--- config.mk ---
export PLATFORM = sky130hd
export DESIGN_NAME = vga_sync_gen
export DESIGN_NICKNAME = d
export VERILOG_FILES = /design/src/rtl/vga_timing_pkg.sv /design/src/rtl/vga_axis_counter.sv /design/src/rtl/vga_sync_gen.sv
export SDC_FILE = /design/constraint.sdc
export NUM_CORES = 1
export LEC_CHECK = 0
export CAP_MARGIN = 20
export CORE_ASPECT_RATIO = 1.2
export CORE_MARGIN = 2
export CORE_UTILIZATION = 40
export DETAILED_ROUTE_END_ITERATION = 7
export PLACE_DENSITY_LB_ADDON = 0.12
export SYNTH_ARGS = -nofsm -noshare
export SYNTH_HDL_FRONTEND = slang
export SYNTH_HIERARCHICAL = 1
export SYNTH_SLANG_ARGS = --single-unit
export TNS_END_PERCENT = 20
--- constraint.sdc ---
create_clock -name clk -period 2.6 [get_ports clk]
set_clock_uncertainty 0.15 [all_clocks]
set_input_delay 0.65 -clock clk [delete_from_list [all_inputs] [get_ports clk]]
set_output_delay 0.65 -clock clk [all_outputs]
set_load 0.005 [all_outputs]
--- src/rtl/vga_timing_pkg.sv ---
// Default 640x480@60 timing constants and region helpers shared by the
// sync generator and the overlay blocks that do region arithmetic.
package vga_timing_pkg;

   localparam int CNT_W = 10;

   localparam int DEF_H_DISPLAY = 640;
   localparam int DEF_H_FP      = 16;
   localparam int DEF_H_SYNC    = 96;
   localparam int DEF_H_BP      = 48;
   localparam int DEF_V_DISPLAY = 480;
   localparam int DEF_V_FP      = 10;
   localparam int DEF_V_SYNC    = 2;
   localparam int DEF_V_BP      = 33;

   localparam int DEF_H_TOTAL = DEF_H_DISPLAY + DEF_H_FP + DEF_H_SYNC + DEF_H_BP;
   localparam int DEF_V_TOTAL = DEF_V_DISPLAY + DEF_V_FP + DEF_V_SYNC + DEF_V_BP;

   // Sync windows, inclusive bounds (656..751 and 490..491 at defaults)
   localparam int DEF_H_SYNC_START = DEF_H_DISPLAY + DEF_H_FP;
   localparam int DEF_H_SYNC_END   = DEF_H_SYNC_START + DEF_H_SYNC - 1;
   localparam int DEF_V_SYNC_START = DEF_V_DISPLAY + DEF_V_FP;
   localparam int DEF_V_SYNC_END   = DEF_V_SYNC_START + DEF_V_SYNC - 1;

   // True when count lies in [start, start+len-1]
   function automatic logic in_window(input logic [CNT_W-1:0] c,
                                      input int start, input int len);
      return (int'(c) >= start) && (int'(c) < start + len);
   endfunction

endpackage

--- src/rtl/vga_axis_counter.sv ---
// One timing axis: a wrapping counter that advances on inc, plus a
// registered active-low sync derived from the next count so that sync
// and count always change on the same edge.
module vga_axis_counter
   import vga_timing_pkg::*;
#(
   parameter int TOTAL      = DEF_H_TOTAL,
   parameter int SYNC_START = DEF_H_SYNC_START,
   parameter int SYNC_LEN   = DEF_H_SYNC
) (
   input  logic             clk,
   input  logic             reset,
   input  logic             inc,
   output logic [CNT_W-1:0] count,
   output logic             wrap,
   output logic             sync_n
);

   logic             at_end;
   logic [CNT_W-1:0] count_nxt;

   assign at_end = (count == CNT_W'(TOTAL - 1));
   // wrap marks the edge on which this axis returns to 0; it carries the
   // next axis up
   assign wrap   = inc && at_end;

   // Next count: hold, increment, or wrap to 0
   always_comb begin
      count_nxt = count;
      if (inc) count_nxt = at_end ? '0 : count + CNT_W'(1);
   end

   // Count and sync registers; sync looks at the next count for zero skew
   always_ff @(posedge clk or negedge reset) begin
      if (!reset) begin
         count  <= '0;
         sync_n <= 1'b1;
      end else begin
         count  <= count_nxt;
         sync_n <= !in_window(count_nxt, SYNC_START, SYNC_LEN);
      end
   end

endmodule

--- src/rtl/vga_sync_gen.sv ---
// VGA timing generator: pixel-rate divider, horizontal/vertical axis
// counters, visible-area flag and end-of-frame pulse.
module vga_sync_gen
   import vga_timing_pkg::*;
#(
   parameter int CLK_DIV   = 2,
   parameter int H_DISPLAY = DEF_H_DISPLAY,
   parameter int H_FP      = DEF_H_FP,
   parameter int H_SYNC    = DEF_H_SYNC,
   parameter int H_BP      = DEF_H_BP,
   parameter int V_DISPLAY = DEF_V_DISPLAY,
   parameter int V_FP      = DEF_V_FP,
   parameter int V_SYNC    = DEF_V_SYNC,
   parameter int V_BP      = DEF_V_BP
) (
   input  logic       clk,
   input  logic       reset,
   output logic       p_tick,
   output logic [9:0] pixel_x,
   output logic [9:0] pixel_y,
   output logic       video_on,
   output logic       hsync,
   output logic       vsync,
   output logic       frame_tick
);

   localparam int H_TOTAL = H_DISPLAY + H_FP + H_SYNC + H_BP;
   localparam int V_TOTAL = V_DISPLAY + V_FP + V_SYNC + V_BP;
   localparam int DIV_W   = (CLK_DIV > 1) ? $clog2(CLK_DIV) : 1;

   logic [DIV_W-1:0] div_cnt;
   logic             h_wrap;
   logic             v_wrap;

   // With CLK_DIV=1 div_cnt sits at 0 and p_tick is permanently high
   assign p_tick = (div_cnt == DIV_W'(CLK_DIV - 1));

   // Pixel-rate divider, restarts at phase 0 out of reset
   always_ff @(posedge clk or negedge reset) begin
      if (!reset)      div_cnt <= '0;
      else if (p_tick) div_cnt <= '0;
      else             div_cnt <= div_cnt + DIV_W'(1);
   end

   vga_axis_counter #(
      .TOTAL      (H_TOTAL),
      .SYNC_START (H_DISPLAY + H_FP),
      .SYNC_LEN   (H_SYNC)
   ) u_h_axis (
      .clk    (clk),
      .reset  (reset),
      .inc    (p_tick),
      .count  (pixel_x),
      .wrap   (h_wrap),
      .sync_n (hsync)
   );

   vga_axis_counter #(
      .TOTAL      (V_TOTAL),
      .SYNC_START (V_DISPLAY + V_FP),
      .SYNC_LEN   (V_SYNC)
   ) u_v_axis (
      .clk    (clk),
      .reset  (reset),
      .inc    (h_wrap),
      .count  (pixel_y),
      .wrap   (v_wrap),
      .sync_n (vsync)
   );

   assign video_on   = (pixel_x < 10'(H_DISPLAY)) && (pixel_y < 10'(V_DISPLAY));
   // Vertical wrap already implies p_tick at (H_TOTAL-1, V_TOTAL-1)
   assign frame_tick = v_wrap;

endmodule

Yosys cells after proc, flatten, opt, wreduce, memory -nomap -nowiden

Cells that the tools add are included.
W data, S select, Z words.

Add/subtract/negate cells: 3
Magnitude comparators: 6
Eq/ne operators: 2
Muxes and demuxes: 5
Reduce and logical (&&, ||, !) cells: 7

Operators with widths:

| kind                    | count |
|---|---|
| $mux W10                | 4 |
| $add A10 B1 Y10 const B | 2 |
| $eq A10 B10 Y1 const B  | 2 |
| $lt A10 B10 Y1 const B  | 2 |
| $lt A10 B9 Y1 const B   | 2 |
| $ge A10 B10 Y1 const B  | 1 |
| $ge A10 B9 Y1 const B   | 1 |
| $logic_and A1 B1 Y1     | 5 |
| $logic_not A1 Y1        | 2 |
| $add A1 B1 Y1 const B   | 1 |
| $mux W1                 | 1 |

Register bits: 23
Bits of input ports: 2
Output and inout port bits: 25
Logic and storage cells: 28

Logic depth before layout (Yosys ltp)

Gate-level depths: netlist of run 1.

Word-level depth: 6
Depth in mapped cells: 9
Gate-level depth less buffers: 7

Hierarchy

Netlist of run 1, hierarchy kept.

Modules (own cells, without submodules):

| module                      | instances | cells an instance | area an instance (µm²) | sequential area each (µm²) |
|---|---|---|---|---|
| vga_axis_counter (u_h_axis) | 1         | 70                | 688.2                  | 276.5 |
| vga_axis_counter (u_v_axis) | 1         | 66                | 645.6                  | 276.5 |
| vga_sync_gen                | 1         | 5                 | 48.8                   | 25.0 |

Least setup slack after synthesis of run 1

No wires, ideal clock.

Path type: reg2out
From: register u_h_axis.count[5]
To: output frame_tick
Arrival time: 1.772 ns
Required time: 1.800 ns
Path slack: 0.028 ns
Stages on the path, launching flop included: 9
Buffers on the path: 2
Path through: dfrtp_1 > buf_6 > nor4b_4 > nand3_1 > nor2_1 > buf_2 > and3_2 > nand4_1 > inv_1

Cells in the longest elaborated chain, start to end: 3

Ends and longest elaborated chain:

| element                | line                   | source |
|---|---|---|
| from (decl)            | vga_axis_counter.sv:14 | `output logic [CNT_W-1:0] count,` |
| from (signal assigned) | vga_axis_counter.sv:39 | `count <= count_nxt;` |
| $eq A10 B10 Y1         | vga_axis_counter.sv:22 | `assign at_end = (count == CNT_W'(TOTAL - 1));` |
| $logic_and A1 B1 Y1    | vga_axis_counter.sv:25 | `assign wrap = inc && at_end;` |
| named net h_wrap       | vga_sync_gen.sv:32     | `logic h_wrap;` |
| $logic_and A1 B1 Y1    | vga_axis_counter.sv:25 |  |
| to (decl)              | vga_sync_gen.sv:24     | `output logic frame_tick` |

The timed path passes the listed nets, and every way through them passes these cells.

Worst setup path in the final report of run 1

Same ends and word-level chain as after synthesis.

==> load_flow_metrics.sql, run 1 <==
INSERT INTO impl_metrics (metric_group, metric, value, unit) VALUES
('cts', 'clock_latency_on_the_worst_skew_pair', '0.27', 'ns'),
('worst_setup_path', 'cp-start-kind', 'register', ''),
('synth', 'yosysWarningCount', '6', ''),
('placement', 'io_buffers', '26', ''),
('layout', 'design.final.nets', '202', ''),
('detailed_routing', 'drc_errors', '0', ''),
('global_route', 'gr-total-overflow', '0', ''),
('power', 'power.static_leakage', '0.000906', 'uW'),
('power', 'fin_total_pwr', '599', 'uW'),
('worst_setup_path', 'crit_required', '1.80', 'ns'),
('cts', 'clock_tree_from_tritoncts', 'yes', ''),
('worst_setup_path', 'crit_chain', 'nor4b_4 -> nand3_2 -> nor2_4 -> and3_4 -> nand4_1 -> buf_4 -> inv_4 -> buf_6', ''),
('worst_setup_path', 'timing.critical_path.slowest_stage_cell', 'sky130_fd_sc_hd__dfrtp_1', ''),
('layout', 'combined_area_of_the_multi_input_logic_cells', '748', 'um2'),
('power', 'sw_frac_of_total', '0.218', ''),
('layout', 'final_cell_count_no_fill', '233', ''),
('detailed_routing', 'dr_iter_0_viols', '23', ''),
('sta', 'count_of_final_max_slew_check_failures', '0', ''),
('worst_setup_path', 'timing.reg2reg.setup_slack', '0', 'ns'),
('worst_hold_path', 'hold_path.class', 'register to register', ''),
('placement', 'numPlacedInstances', '219', ''),
('power', 'power-per-cell-area', '302', 'nW/um2'),
('placement', 'gp_congestion', '0.857', ''),
('global_route', 'grt_util_all_layers', '0.194', ''),
('layout', 'drive_above_1_share', '0.286', ''),
('sta', 'setup-tns-final', '-0.127', 'ns'),
('power', 'power.share.combinational', '0.016', ''),
('synth', 'post_synth_num_cell_types', '48', ''),
('sta', 'setup-violations-final', '1', ''),
('worst_setup_path', 'startpoint_to_endpoint_class_of_the_critical_path', 'register to output pin', ''),
('floorplan', 'die_x', '57.7', 'um'),
('layout', 'post-route-util', '0.593', ''),
('floorplan', 'io_pins', '27', ''),
('cts', 'cts-htree-levels', '1', ''),
('floorplan', 'floorplan.rows', '23', ''),
('floorplan', 'die_h', '68.4', 'um'),
('detailed_routing', 'route.detailed.wl_per_inst', '14.5', 'um'),
('sta', 'hold_ws', '0.440', 'ns'),
('worst_setup_path', 'type_of_destination_of_the_critical_path', 'output pin', ''),
('sta', 'postLayoutSetupSlackWorst', '-0.127', 'ns'),
('synth', 'syn_area', '1380', 'um2'),
('sta', 'min_period_over_period', '1.05', ''),
('run_status', 'run_status', 'finished, violations left', ''),
('synth', 'syn-instance-count', '141', ''),
('placement', 'dp.final_hpwl', '2360', 'um'),
('worst_setup_path', 'critPathMaxStageDelay', '0.42', 'ns'),
('detailed_routing', 'wl', '3380', 'um'),
('global_route', 'global_route_wire_length_before_repair', '5890', 'um'),
('power', 'power.ir.vdd_worst', '0.000304', 'V'),
('layout', 'nFillCells', '290', ''),
('sta', 'worst_pin_slew', '0.389', 'ns'),
('synth', 'mean_cell_area_of_the_mapped_netlist', '9.81', 'um2'),
('layout', 'layout.area.seq', '578', 'um2'),
('floorplan', 'die-area', '3940', 'um2'),
('sta', 'clock.fmax', '367', 'MHz'),
('run_status', 'failed_checks', 'negative setup slack', ''),
('detailed_routing', 'ant_nets', '0', ''),
('synth', 'ys_dominant_reg_cell', 'sky130_fd_sc_hd__dfrtp_1', ''),
('sta', 'timing.final.crit_period', '2.73', 'ns'),
('cts', 'cts.sink_count', '23', ''),
('global_route', 'grt_start_max_net_pins', '24', ''),
('floorplan', 'fp.coreArea', '3340', 'um2'),
('power', 'clock_power_share', '0.387', ''),
('global_route', 'first_global_vias', '1303', ''),
('floorplan', 'start_util', '0.414', ''),
('worst_setup_path', 'critical_path_arrival', '1.93', 'ns'),
('worst_setup_path', 'crit_path_max_fanout', '4', ''),
('detailed_routing', 'ratio_of_routed_vias_to_standard_cells', '5.40', ''),
('cts', 'cts-root-to-sink-buffers', '2', ''),
('synth', 'yosys_register_bits', '23', ''),
('cts', 'clk_pin_slew', '0.09', 'ns');
==> registers in the layout, indices dropped and copies added (netlist names) <==
| register | count |
|---|---|
| p_tick | 1 |
| u_h_axis/sync_n | 1 |
| u_v_axis/count | 10 |
| u_h_axis/count | 10 |
| u_v_axis/sync_n | 1 |
==> metrics by stage <==
| stage | worst slack, ns | area, um2 |
|---|---|---|
| after CTS | -0.0620 | 1950 |
| after floorplan | 0.0279 | 1380 |
| after global routing | -0.227 | 1980 |
| after global placement | -0.0535 | 1810 |
| final | -0.127 | 1980 |
| after detailed placement | -0.0829 | 1810 |
==> cell usage in the layout, fill, tap and decap left out, types with 2 or more instances in the layout <==
| master | count |
|---|---|
| sky130_fd_sc_hd__nand2_1 | 14 |
| sky130_fd_sc_hd__clkbuf_8 | 3 |
| sky130_fd_sc_hd__a21oi_1 | 4 |
| sky130_fd_sc_hd__clkdlybuf4s50_1 | 24 |
| sky130_fd_sc_hd__nand4_1 | 4 |
| sky130_fd_sc_hd__o22ai_1 | 2 |
| sky130_fd_sc_hd__ha_1 | 3 |
| sky130_fd_sc_hd__a31oi_1 | 3 |
| sky130_fd_sc_hd__inv_1 | 5 |
| sky130_fd_sc_hd__dfrtp_1 | 21 |
| sky130_fd_sc_hd__o21ai_0 | 3 |
| sky130_fd_sc_hd__buf_4 | 27 |
| sky130_fd_sc_hd__nand3_1 | 5 |
| sky130_fd_sc_hd__nor2_1 | 13 |
| sky130_fd_sc_hd__and2_1 | 4 |
| sky130_fd_sc_hd__nor3_1 | 2 |
| sky130_fd_sc_hd__buf_6 | 7 |
| sky130_fd_sc_hd__xnor2_1 | 8 |
| sky130_fd_sc_hd__xor2_1 | 8 |
| sky130_fd_sc_hd__dfstp_2 | 2 |
| sky130_fd_sc_hd__mux2i_1 | 2 |
==> power by group through the flow <==
stage / clock, uW / combinational, uW / sequential [uW]
after global routing: 255 / 11.3 / 358
after global placement: 0 / 9.98 / 365
after CTS: 239 / 10.2 / 358
after detailed placement: 0 / 10.1 / 365
final: 232 / 9.35 / 358
after floorplan: 0 / 0.000349 / 365
==> worst paths after layout <==
| kind | startpoint | end | depth (start not counted) |
|---|---|---|---|
| worst min register to register | u_v_axis/count[8] | u_v_axis/count[8] | 2 |
| worst max register to register | u_h_axis/count[5] | u_v_axis/sync_n | 13 |
| worst max-delay path | u_h_axis/count[5] | frame_tick | 8 |
| min in group asynchronous | reset | u_h_axis/count[2] | 2 |
| max in group asynchronous | reset | u_h_axis/sync_n | 2 |
| worst min-delay path | u_v_axis/count[8] | u_v_axis/count[8] | 2 |
==> routing by layer <==
layer	vias up	share of wire	GRT usage
li1	604	-	-
met1	618	0.40	0.227
met2	31	0.55	0.358
met3	6	0.030	0.0189
met4	0	0.015	0.0901
met5	-	0	0
==> area by class of cell <==
class,count,area share
Clock buffer,3,0.0208
Sequential cell,23,0.292
Timing Repair Buffer,59,0.270
Tap cell,37,0.0234
Clock inverter,1,0.00379
Inverter,6,0.0126
Multi-Input combinational cell,104,0.378
==> Yosys cell counts, drive strengths merged (2+ instances only) <==
library cell,number,area [um2]
dfrtp,21,526
nor2,15,58.8
and4,2,20.0
and3,2,13.8
nor3,2,10.0
o22ai,3,25.0
mux2i,2,20.0
and2,5,33.8
nand3,6,30.0
xor2,8,70.1
buf,7,50.1
xnor2,8,70.1
nand2,14,52.6
inv,6,22.5
or2,2,12.5
dfstp,2,52.6
a21oi,4,20.0
ha,3,37.5
o21ai,4,20.0
nand4,6,58.8
nor4b,2,32.5
a31oi,3,18.8
==> cells by family after synthesis <==
group,count (synthesis),share of synthesized area
DFF,23,0.418
buffers and inverters,14,0.0552
adders and majority gates,3,0.0272
and+or+nand+nor,62,0.270
AOI/OAI and AO/OA,20,0.106
muxes,3,0.0226
xor gates and xnor gates,16,0.101
==> what timing repair did <==
action	4_1_cts	5_1_grt
buffers inserted	16	0
gates resized for setup	10	9
setup endpoints to repair	1	5
hold buffers	0	0
pin swaps	7	4
==> worst max-delay path: cells and delay by family (launching register included) <==
kind                   cells  cell delay [ns]
buffers and inverters      3             0.33
DFF                        1             0.42
and+or+nand+nor            5             0.91
Power figures use the tool's default switching activity.
==> inputs of run 2 (changes only) <==
Settings changed: CORE_MARGIN 2 to 5.
==> run 2 against run 1 <==
The run now ends clean. Combinational power barely moved. Setup slack improved by 0.22 ns. Total power fell by 0.38%. Fmax grew 8.8%. Count of clock-buffer cells in the layout is the same. Die area up 20%. Critical endpoint unchanged. Via count down 5.1%. Global-route usage shrank 4.8 points. Non-clock buffer count fell by 6. Sequential power hardly changed.
==> load_flow_metrics.sql, run 2 (synthesized netlist as in run 1, its figures left out) <==
INSERT INTO impl_metrics (metric_group, metric, value, unit) VALUES
('detailed_routing', 'dr_iter_0_viols', '47', ''),
('global_route', 'grt_use_met2', '0.281', ''),
('cts', 'clock_tree_from_tritoncts', 'yes', ''),
('detailed_routing', 'drt_first_pass_iters', '4', ''),
('sta', 'rsz0062_at_grt', 'yes', ''),
('cts', 'clock_latency_on_the_worst_skew_pair', '0.27', 'ns'),
('worst_setup_path', 'type_of_destination_of_the_critical_path', 'output pin', ''),
('floorplan', 'floorplan.rows', '23', ''),
('global_route', 'global_route_wire_length_before_repair', '5520', 'um'),
('floorplan', 'die_h', '74.4', 'um'),
('sta', 'postLayoutSetupSlackWorst', '0.0933', 'ns'),
('cts', 'cts-buffers-inserted', '3', ''),
('detailed_routing', 'drc_errors', '0', ''),
('layout', 'drive_above_1_share', '0.258', ''),
('detailed_routing', 'detailroute.via_count', '1195', ''),
('sta', 'timing.final.crit_period', '2.51', 'ns'),
('detailed_routing', 'ant_nets', '0', ''),
('worst_setup_path', 'critPathMaxStageDelay', '0.42', 'ns'),
('sta', 'setup-violations-final', '0', ''),
('sta', 'count_of_final_max_slew_check_failures', '0', ''),
('sta', 'clock.fmax', '399', 'MHz'),
('cts', 'cts-htree-levels', '1', ''),
('cts', 'cts-root-to-sink-buffers', '2', ''),
('layout', 'final_cell_count_no_fill', '227', ''),
('detailed_routing', 'wl', '3250', 'um'),
('worst_setup_path', 'critical-path-top-delay-family', 'simple AND/OR/NAND/NOR gates', ''),
('worst_setup_path', 'timing.critical_path.slowest_stage_cell', 'sky130_fd_sc_hd__dfrtp_1', ''),
('placement', 'gp_congestion', '0.882', ''),
('placement', 'dp.final_hpwl', '2420', 'um'),
('worst_setup_path', 'crit_chain', 'nor4b_4 -> nand3_2 -> nor2_4 -> and3_4 -> nand4_1 -> inv_2 -> buf_6', ''),
('detailed_routing', 'ratio_of_routed_vias_to_standard_cells', '5.26', ''),
('cts', 'number_of_hold_repair_buffers_added_at_the_cts_stage', '0', ''),
('worst_setup_path', 'crit_required', '1.80', 'ns'),
('placement', 'numPlacedInstances', '220', ''),
('run_status', 'run_status', 'complete, no violations', ''),
('floorplan', 'fp.coreArea', '3340', 'um2'),
('floorplan', 'die-area', '4740', 'um2'),
('detailed_routing', 'route.detailed.wl_per_inst', '14.3', 'um'),
('worst_setup_path', 'crit_path_max_fanout', '2', ''),
('layout', 'antenna_cells', '0', ''),
('floorplan', 'io_pins', '27', ''),
('worst_setup_path', 'cp-start-kind', 'register', ''),
('worst_setup_path', 'startpoint_to_endpoint_class_of_the_critical_path', 'register to output pin', ''),
('global_route', 'grt_util_all_layers', '0.146', ''),
('worst_setup_path', 'worstPathBufferInverterCount', '2', ''),
('placement', 'io_buffers', '26', ''),
('power', 'power-per-cell-area', '313', 'nW/um2'),
('layout', 'leading_cell_type_in_the_layout_fill_and_taps_excluded', 'sky130_fd_sc_hd__buf_4', ''),
('cts', 'clk_pin_slew', '0.09', 'ns'),
('power', 'power.static_leakage', '0.000871', 'uW'),
('layout', 'nFillCells', '311', ''),
('sta', 'hold_ws', '0.442', 'ns'),
('global_route', 'global_route.peak_usage_layer', 'met2', ''),
('worst_setup_path', 'critical_path_arrival', '1.71', 'ns'),
('layout', 'design.final.nets', '196', ''),
('layout', 'post-route-util', '0.570', ''),
('sta', 'min_period_over_period', '0.964', ''),
('global_route', 'initial_antenna_violation_count', '0', ''),
('cts', 'cts.sink_count', '23', ''),
('cts', 'root_buffer', 'sky130_fd_sc_hd__clkbuf_8', ''),
('layout', 'largestRegisters', 'u_h_axis/count: 10 flops, u_v_axis/count: 10 flops', ''),
('worst_hold_path', 'hold_path.class', 'register to register', ''),
('sta', 'worst_pin_slew', '0.411', 'ns'),
('global_route', 'groute.layer.met3.usage', '0.0242', ''),
('power', 'power.ir.vdd_worst', '0.000184', 'V'),
('floorplan', 'die_x', '63.7', 'um'),
('global_route', 'grt_start_max_net_pins', '24', ''),
('layout', 'areaGrowthSynthToFinish', '37.7', '%'),
('placement', 'dp_slack', '-0.0984', 'ns'),
('sta', 'finalHoldViolCount', '0', ''),
('layout', 'layout_common_cells', '27 x sky130_fd_sc_hd__buf_4, 25 x sky130_fd_sc_hd__clkdlybuf4s50_1, 21 x sky130_fd_sc_hd__dfrtp_1', ''),
('global_route', 'gr-total-overflow', '0', ''),
('job', 'drv_cap', '0', ''),
('global_route', 'global_route.usage.met1', '0.161', ''),
('sta', 'max-slew-margin-rel', '0.722', ''),
('global_route', 'first_global_vias', '1241', ''),
('floorplan', 'start_util', '0.414', '');
## run 2: cell count changes in the layout (fill, tap and decap cells not counted)
cell	previous run	this run
sky130_fd_sc_hd__inv_2	0	1
sky130_fd_sc_hd__o21ai_2	1	0
sky130_fd_sc_hd__inv_4	1	0
sky130_fd_sc_hd__buf_6	7	1
sky130_fd_sc_hd__o21ai_1	0	1
sky130_fd_sc_hd__clkdlybuf4s50_1	24	25
sky130_fd_sc_hd__dlymetal6s2s_1	1	0
## run 2: metal layers
metal / part of all wire / routed length (um) / vias up
met2: 0.53 / 1740 / 26
met4: 0.011 / 37 / 0
li1: - / - / 591
met3: 0.033 / 107 / 4
met1: 0.42 / 1370 / 574
met5: 0 / 0 / -
## run 2: timing repair
action	CTS	global route
endpoints found under the setup margin	1	1
buffers inserted	3	0
pin swaps	5	4
resized for setup	8	2
## run 2: layout make-up
class / instances / area, um2 / share of cell area
multi-input combinational: 104 / 744 / 0.391
sequential: 23 / 578 / 0.304
timing repair buffer: 53 / 464 / 0.244
tap: 37 / 46.3 / 0.0243
clock buffer: 3 / 41.3 / 0.0217
inverter: 6 / 22.5 / 0.0118
clock inverter: 1 / 7.51 / 0.00394
## run 2: worst paths after layout
kind / from / depth (start not counted) / slack, ns / to
setup / recovery: u_h_axis/count[5] / 7 / 0.09 / frame_tick
hold / removal: u_v_axis/count[8] / 2 / 0.44 / u_v_axis/count[8]
setup reg to reg: u_h_axis/count[5] / 8 / 0.20 / u_v_axis/sync_n
hold reg to reg: u_v_axis/count[8] / 2 / 0.44 / u_v_axis/count[8]
max in group asynchronous: reset / 2 / 1.43 / u_v_axis/sync_n
min in group asynchronous: reset / 2 / 0.58 / u_h_axis/count[4]
## run 2: report_power, final
group,internal [uW],switching [uW]
registers,358,0
clock network,108,121
logic,2.30,7.05
total,468,128
## run 2: worst min-delay path, stage by stage (launching register included)
cell,delay [ns]
sky130_fd_sc_hd__dfrtp_1,0.36
sky130_fd_sc_hd__buf_4,0.14
sky130_fd_sc_hd__xor2_1,0.06
## run 2: through the flow
| stage | cell area, um2 | power, uW | TNS (ns) |
|---|---|---|---|
| 2_1_floorplan | 1380 | 365 | 0 |
| 3_3_place_gp | 1820 | 375 | -0.0571 |
| 3_5_place_dp | 1820 | 375 | -0.0984 |
| 4_1_cts | 1890 | 607 | 0 |
| 5_1_grt | 1900 | 621 | -0.0162 |
| 6_report | 1900 | 596 | 0 |
